File: src/rtl/fma16_stream_unit.sv
// Streaming request/response wrapper around a combinational half-precision FMA.
// One staging register feeds fma16; results queue in a response FIFO with per-request tags.

module fma16 (
  input  logic [15:0] x,
  input  logic [15:0] y,
  input  logic [15:0] z,
  input  logic [1:0]  roundmode,
  input  logic        mul,
  input  logic        add,
  input  logic        negp,
  input  logic        negz,
  output logic [15:0] result,
  output logic [3:0]  flags
);
  // Exact sum held as a fixed-point integer scaled by 2^48 (LSB = 2^-48).
  localparam int SW = 82;

  logic [15:0]   ye, ze;
  logic          ps, zs, rs;
  logic          xnan, ynan, znan, snan;
  logic          xinf, yinf, zinf, xzero, yzero;
  logic          pinf, invalid, ovf_inf;
  logic [21:0]   prod;
  logic [6:0]    pshift, zshift, lpos, lsbpos, ebase;
  logic [SW-1:0] pmag, zmag, smag;
  logic [10:0]   mant;
  logic          guard, sticky, rup, inexact;
  logic [16:0]   bits;

  function automatic logic [10:0] sig_of(input logic [15:0] v);
    return {(v[14:10] != 5'd0), v[9:0]};
  endfunction

  function automatic logic [6:0] exp_of(input logic [15:0] v);
    return (v[14:10] == 5'd0) ? 7'd1 : {2'b00, v[14:10]};
  endfunction

  function automatic logic is_nan(input logic [15:0] v);
    return (&v[14:10]) && (v[9:0] != 10'd0);
  endfunction

  function automatic logic is_inf(input logic [15:0] v);
    return (&v[14:10]) && (v[9:0] == 10'd0);
  endfunction

  assign ye    = mul ? y : 16'h3C00;
  assign ze    = add ? z : 16'h0000;
  assign ps    = x[15] ^ ye[15] ^ negp;
  assign zs    = add ? (z[15] ^ negz) : ps;
  assign xnan  = is_nan(x);
  assign ynan  = is_nan(ye);
  assign znan  = is_nan(ze);
  assign snan  = (xnan & ~x[9]) | (ynan & ~ye[9]) | (znan & ~ze[9]);
  assign xinf  = is_inf(x);
  assign yinf  = is_inf(ye);
  assign zinf  = is_inf(ze);
  assign xzero = (x[14:0] == 15'd0);
  assign yzero = (ye[14:0] == 15'd0);
  assign pinf  = xinf | yinf;
  assign invalid = (xinf & yzero) | (xzero & yinf) | (pinf & zinf & (ps != zs));

  assign prod   = sig_of(x) * sig_of(ye);
  assign pshift = exp_of(x) + exp_of(ye) - 7'd2;
  assign zshift = exp_of(ze) + 7'd23;
  assign pmag   = SW'(prod) << pshift;
  assign zmag   = SW'(sig_of(ze)) << zshift;

  always_comb begin
    smag = '0;
    rs   = ps;
    if (ps == zs) begin
      smag = pmag + zmag;
      rs   = ps;
    end else if (pmag >= zmag) begin
      smag = pmag - zmag;
      rs   = ps;
    end else begin
      smag = zmag - pmag;
      rs   = zs;
    end

    lpos = '0;
    for (int i = 0; i < SW; i++) begin
      if (smag[i]) lpos = 7'(i);
    end

    // Below 2^-14 the LSB pins at 2^-24 (bit 24), giving subnormal results.
    lsbpos  = (lpos >= 7'd34) ? lpos - 7'd10 : 7'd24;
    ebase   = (lpos >= 7'd34) ? lpos - 7'd34 : 7'd0;
    mant    = 11'(smag >> lsbpos);
    guard   = smag[lsbpos - 7'd1];
    sticky  = |(smag & ((SW'(1) << (lsbpos - 7'd1)) - SW'(1)));
    inexact = guard | sticky;

    case (roundmode)
      2'b00:   rup = 1'b0;
      2'b01:   rup = guard & (sticky | mant[0]);
      2'b10:   rup = rs & inexact;
      default: rup = ~rs & inexact;
    endcase

    // Mantissa carry propagates into the exponent field naturally.
    bits    = {ebase, 10'd0} + {6'd0, mant} + {16'd0, rup};
    ovf_inf = (roundmode == 2'b01) | ((roundmode == 2'b10) & rs) | ((roundmode == 2'b11) & ~rs);

    result = {rs, bits[14:0]};
    flags  = {2'b00, inexact & (lpos < 7'd34), inexact};
    if (smag == '0) begin
      result = {((ps == zs) ? ps : (roundmode == 2'b10)), 15'd0};
      flags  = 4'b0000;
    end else if (bits >= 17'h07C00) begin
      result = {rs, (ovf_inf ? 15'h7C00 : 15'h7BFF)};
      flags  = 4'b0101;
    end

    if (xnan | ynan | znan) begin
      result = 16'h7E00;
      flags  = {snan, 3'b000};
    end else if (invalid) begin
      result = 16'h7E00;
      flags  = 4'b1000;
    end else if (pinf) begin
      result = {ps, 15'h7C00};
      flags  = 4'b0000;
    end else if (zinf) begin
      result = {zs, 15'h7C00};
      flags  = 4'b0000;
    end
  end
endmodule

module fma16_stream_unit #(
  parameter int DEPTH = 4,
  parameter int TAGW  = 4
) (
  input  logic                     clk,
  input  logic                     reset,
  input  logic                     req_valid,
  output logic                     req_ready,
  input  logic [15:0]              req_x,
  input  logic [15:0]              req_y,
  input  logic [15:0]              req_z,
  input  logic [7:0]               req_ctrl,
  output logic                     rsp_valid,
  input  logic                     rsp_ready,
  output logic [15:0]              rsp_result,
  output logic [3:0]               rsp_flags,
  output logic [TAGW-1:0]          rsp_tag,
  output logic [$clog2(DEPTH):0]   occupancy,
  output logic                     busy
);
  localparam int PW = $clog2(DEPTH);
  localparam logic [PW+1:0]   DEPTH_V = DEPTH[PW+1:0];
  localparam logic [PW:0]     PTR_ONE = {{PW{1'b0}}, 1'b1};
  localparam logic [TAGW-1:0] TAG_ONE = {{(TAGW-1){1'b0}}, 1'b1};

  logic            s1_valid;
  logic [15:0]     s1_x, s1_y, s1_z;
  logic [5:0]      s1_ctrl;
  logic [TAGW-1:0] s1_tag, tag_cnt;
  logic [PW:0]     wptr, rptr;
  logic            accept, push, pop, full;
  logic [15:0]     fma_result;
  logic [3:0]      fma_flags;
  logic            unused_ctrl_bits;

  logic [15:0]     mem_result [DEPTH];
  logic [3:0]      mem_flags  [DEPTH];
  logic [TAGW-1:0] mem_tag    [DEPTH];

  assign unused_ctrl_bits = ^req_ctrl[7:6];

  // Counting the staged packet reserves its FIFO slot, so S1 never has to stall.
  assign occupancy = wptr - rptr;
  assign req_ready = ({1'b0, occupancy} + {{(PW+1){1'b0}}, s1_valid}) < DEPTH_V;
  assign accept    = req_valid & req_ready;
  assign push      = s1_valid;
  assign rsp_valid = (occupancy != '0);
  assign pop       = rsp_valid & rsp_ready;
  assign busy      = s1_valid | rsp_valid;
  assign full      = (wptr[PW] != rptr[PW]) && (wptr[PW-1:0] == rptr[PW-1:0]);

  assign rsp_result = mem_result[rptr[PW-1:0]];
  assign rsp_flags  = mem_flags[rptr[PW-1:0]];
  assign rsp_tag    = mem_tag[rptr[PW-1:0]];

  fma16 u_fma16 (
    .x         (s1_x),
    .y         (s1_y),
    .z         (s1_z),
    .roundmode (s1_ctrl[5:4]),
    .mul       (s1_ctrl[3]),
    .add       (s1_ctrl[2]),
    .negp      (s1_ctrl[1]),
    .negz      (s1_ctrl[0]),
    .result    (fma_result),
    .flags     (fma_flags)
  );

  always_ff @(posedge clk) begin
    if (!reset) begin
      s1_valid <= 1'b0;
      tag_cnt  <= '0;
      wptr     <= '0;
      rptr     <= '0;
    end else begin
      s1_valid <= accept;
      if (accept) tag_cnt <= tag_cnt + TAG_ONE;
      if (push)   wptr    <= wptr + PTR_ONE;
      if (pop)    rptr    <= rptr + PTR_ONE;
    end
  end

  always_ff @(posedge clk) begin
    if (accept) begin
      s1_x    <= req_x;
      s1_y    <= req_y;
      s1_z    <= req_z;
      s1_ctrl <= req_ctrl[5:0];
      s1_tag  <= tag_cnt;
    end
    if (push) begin
      mem_result[wptr[PW-1:0]] <= fma_result;
      mem_flags[wptr[PW-1:0]]  <= fma_flags;
      mem_tag[wptr[PW-1:0]]    <= s1_tag;
    end
  end

  push_into_full: assert property (@(posedge clk) disable iff (!reset) !(push && full));
endmodule

File: config.mk
export PLATFORM = sky130hd
export DESIGN_NAME = fma16_stream_unit
export DESIGN_NICKNAME = d
export VERILOG_FILES = /design/src/rtl/fma16_stream_unit.sv
export SDC_FILE = /design/constraint.sdc
export NUM_CORES = 2
export LEC_CHECK = 0
export ABC_CLOCK_PERIOD_IN_PS = 21200
export BUFFER_PORTS_ARGS = -buffer_cell sky130_fd_sc_hd__buf_4
export CORE_ASPECT_RATIO = 1.75
export CORE_MARGIN = 5
export CORE_UTILIZATION = 50
export DETAILED_ROUTE_END_ITERATION = 8
export GPL_ROUTABILITY_DRIVEN = 0
export PLACE_DENSITY = 0.66
export SLEW_MARGIN = 20
export SYNTH_ARGS = -nofsm -noshare
export SYNTH_HDL_FRONTEND = slang
export SYNTH_HIERARCHICAL = 1
export SYNTH_SLANG_ARGS = --single-unit
export TNS_END_PERCENT = 1
File: constraint.sdc
create_clock -name clk -period 21.2 [get_ports clk]
set_input_delay 1.06 -clock clk [delete_from_list [all_inputs] [get_ports clk]]
set_output_delay 1.06 -clock clk [all_outputs]
set_load 0.01 [all_outputs]
==> impl_metrics.ini, run 1 <==
[synth]
ys_ff_latch = 167
synthTopCellsByCount = 613 x nand2_1, 590 x nor2_1, 510 x a21oi_1, 372 x inv_1, 344 x o21ai_0
ys_async_sr_fraction_pct = 0
netlist_top_cells_area = edfxtp_1 11%, ha_1 8.7%, a21oi_1 5.9%
synth_top_area_share_pct = 10.7
synth-warning-count = 6
avgSynthCellArea_sq_um = 7.14
synth-seq-area-share_pct = 11.3
netlist-cell-type-count = 144
netlist_area_sq_um = 43200
ys.flop_type = edfxtp_1
synth_edf_count = 154
yosysMostFrequentCell = nand2_1
yosys.area.top_type = edfxtp_1
syn_inst = 6051

[global_route]
gr-usage-all-layers_pct = 59.5
grt_start_max_net_pins = 89
grt_pass1_wl_mm = 416
grt_pass1_vias = 57900
grt-ovfl-total = 288

[clocking]
numCtsBuffers = 17
cts.sinks = 167
cts-root-buf = clkbuf_16
ctsHoldBuffers = 0
ctsResizeCount = 0
cts_buffer_depth = 2
cts_setup_buffers = 0
h-tree-depth = 4

[outcome]
status = stopped before the end
error = [ERROR GRT-0116] Global routing finished with congestion. Check the congestion regions in the DRC Viewer.
lastStage = global routing (5_1_grt)

[floorplan]
fp.dieH_microns = 399
die_x_microns = 232
fp-row-count = 142
ios = 90
initial_core_util_pct = 50.4

[placement]
place_hpwl_mm = 184
io_buffer_count = 87
dp_cells = 7465
layer usage:
layer,GRT usage [%],GRT overflow
met1,57.7,4
met4,59.7,122
met5,13.4,0
met2,78.6,160
met3,42.3,2
cells by family after synthesis:
family | share of synthesized area (%)
AND/OR/NAND/NOR | 25.9
buffers and inverters | 7.63
multiplexers | 6.83
flip-flops | 11.3
other | 0.0174
adder cells (fa/ha/maj) | 12.6
XOR/XNOR | 2.73
AO/OA/AOI/OAI | 32.9
per-stage QoR:
stage          setup slack [ns]  cell area (sq um)  hold slack (ns)  util (%)
4_1_cts                   0.356              48400            0.462      56.4
3_3_place_gp              0.768              47700            0.432      55.6
2_1_floorplan              1.65              43400            0.422         -
3_5_place_dp              0.514              47800            0.446      55.6
==> run 2, diff against run 1 <==
--- a/config.mk
+++ b/config.mk
@@ -7,12 +7,11 @@
 export LEC_CHECK = 0
 export ABC_CLOCK_PERIOD_IN_PS = 21200
 export BUFFER_PORTS_ARGS = -buffer_cell sky130_fd_sc_hd__buf_4
-export CORE_ASPECT_RATIO = 1.75
 export CORE_MARGIN = 5
-export CORE_UTILIZATION = 50
+export CORE_UTILIZATION = 35
 export DETAILED_ROUTE_END_ITERATION = 8
 export GPL_ROUTABILITY_DRIVEN = 0
-export PLACE_DENSITY = 0.66
+export PLACE_DENSITY_LB_ADDON = 0.15
 export SLEW_MARGIN = 20
 export SYNTH_ARGS = -nofsm -noshare
 export SYNTH_HDL_FRONTEND = slang
==> run 2 against run 1 <==
The flow now finishes, with violations (design-rule violations). Synthesized area is the same. Synthesized cell count did not move.
==> impl_metrics.ini, run 2 <==
[global_route]
use_met2_pct = 48.6
grtUsageMet1_pct = 42.0
grt_pass1_vias = 48400
grt_busiest_layer = met2
grt-ovfl-total = 0
groute.layer.met3.usage_pct = 9.49
gr-usage-all-layers_pct = 33.1
antenna_found_initial = 16
grt_pass1_wl_mm = 329
grt_start_max_net_pins = 94

[critical_path]
required_ns = 21.41
slowest_delay_ns = 0.91
crit_path_end_kind = flip-flop
cp.arrival_ns = 21.17
crit_slowest_cell = ha_1
cp-start-kind = flip-flop
cp_common_cell = ha_1
worstPathMaxFanout = 22
r2r_slack_ns = 0.24
path_class = flip-flop to flip-flop

[timing]
setup_viol = 0
relSlewSlack_pct = 11.9
worstMarginPinSlew_ns = 1.31
max_freq_mhz = 47.7
finalClockSkew_ns = 0.0186
fin_crit_sh_pct = 98.9
fin_crit_ns = 20.96
hold_viol = 0
worst_slack_ns = 0.241
slew_viol_final = 0

[synth]
synth-seq-area-share_pct = 11.3
synthTopCellsByCount = 613 x nand2_1, 590 x nor2_1, 510 x a21oi_1, 372 x inv_1, 344 x o21ai_0
synth_top_area_share_pct = 10.7
synth-warning-count = 6
yosys.area.top_type = edfxtp_1
ys.flop_type = edfxtp_1
avgSynthCellArea_sq_um = 7.14
netlist_area_sq_um = 43200
yosysMostFrequentCell = nand2_1
netlist-cell-type-count = 144
synth_edf_count = 154
syn_inst = 6051
ys_async_sr_fraction_pct = 0
ys_ff_latch = 167
netlist_top_cells_area = edfxtp_1 11%, ha_1 8.7%, a21oi_1 5.9%

[placement]
dp_slack_ns = -0.183
place_hpwl_mm = 182
io_buffer_count = 87

[clocking]
numCtsBuffers = 17
cts_tree = done
h-tree-depth = 4
cts.sinks = 167
path_clk_slew_ns = 0.08
cts_buffer_depth = 2
clk_latency_ns = 0.45
ctsHoldBuffers = 0
cts-root-buf = clkbuf_16

[layout]
final_cell_mix = 613 x nand2_1, 586 x nor2_1, 509 x a21oi_1
layout_commonest_cell = nand2_1
regArea_sq_um = 4890
drive_gt1_share_pct = 13.0
fillers = 13100
nNetsFinal = 6647
multi_input_area_sq_um = 35600
syn2layout_area_growth_pct = 11.5
largest_reg_flops = 64

[floorplan]
ios = 90
die_x_microns = 361
coreArea_sq_um = 123000
initial_core_util_pct = 35.1
fp.dieH_microns = 361
fp-row-count = 129
die_area_sq_um = 131000

[routing]
drc = 1
dr.first_iter.drc_count = 8133
avgViaCountPerCell = 6.69
dr_total_vias = 52500
postRouteAntennaNets = 0
wl_per_cell_microns = 29.3
routed_wl_mm = 230
first_pass_iters = 7

[outcome]
violations = design-rule violations
status = finished, violations left

[worst_hold_path]
min_path_type = flip-flop to flip-flop

[run]
maxCapViolations = 0
## run 2: routing by layer
layer | vias to the layer above | part of all wire (%)
li1 | 22900 | -
met5 | - | 0.038
met2 | 3781 | 41
met4 | 8 | 9.1
met3 | 1026 | 12
met1 | 24800 | 38
## run 2: worst paths after layout
check	start	endpoint	cells past startpoint
max	s1_ctrl[3]$_DFFE_PP_	mem_result[1][7]$_DFFE_PP_	71
min	tag_cnt[3]$_SDFFE_PN0P_	s1_tag[3]$_DFFE_PP_	0
max reg2reg	s1_ctrl[3]$_DFFE_PP_	mem_result[1][7]$_DFFE_PP_	71
min reg2reg	tag_cnt[3]$_SDFFE_PN0P_	s1_tag[3]$_DFFE_PP_	0
## run 2: cell type report
type,instances,share of cell area [%]
Inverter,384,3.00
Multi-Input combinational cell,5158,73.8
Clock inverter,15,0.366
Tap cell,1637,4.25
Timing Repair Buffer,473,7.51
Clock buffer,17,0.882
Antenna cell,5,0.0260
Sequential cell,167,10.1
## run 2: cell families after synthesis
logic type,synth area share [%]
compound gates,32.9
simple gates,25.9
other cells,0.0174
fa+ha+maj,12.6
flops,11.3
mux,6.83
xor+xnor,2.73
buf+inv,7.63
## run 2: per-stage QoR
step	cells	utilization (%)	TNS [ns]	area, sq um	hold WS (ns)
global route	7852	39.1	-2.83	48200	0.500
global placement	7804	38.3	-11.46	47200	0.446
finish	7856	39.1	0	48200	0.469
detailed placement	7804	38.3	-5.68	47200	0.455
floorplan	6095	-	0	43400	0.422
CTS	7836	38.8	0	47800	0.474
## run 2: repair_timing
action | 4_1_cts | 5_1_grt
gates cloned | 0 | 1
resized for setup | 2 | 66
hold endpoints to repair | 0 | 0
pin swaps | 0 | 6
buffers inserted | 0 | 12
setup endpoints to repair | 52 | 68
## run 2: worst max-delay path: cells and delay by family, from the launching register on
family,cells,cell delay (ns)
AOI/OAI and AO/OA,31,9.02
xor gates and xnor gates,1,0.31
muxes,1,0.45
and+or+nand+nor,17,4.08
adders and majority gates,11,4.70
buffers and inverters,10,1.51
DFF,1,0.53
Power of run 2 is left out: the tool's default activity adds up to more than one toggle a clock period on the data nets, which glitch-free logic cannot reach.
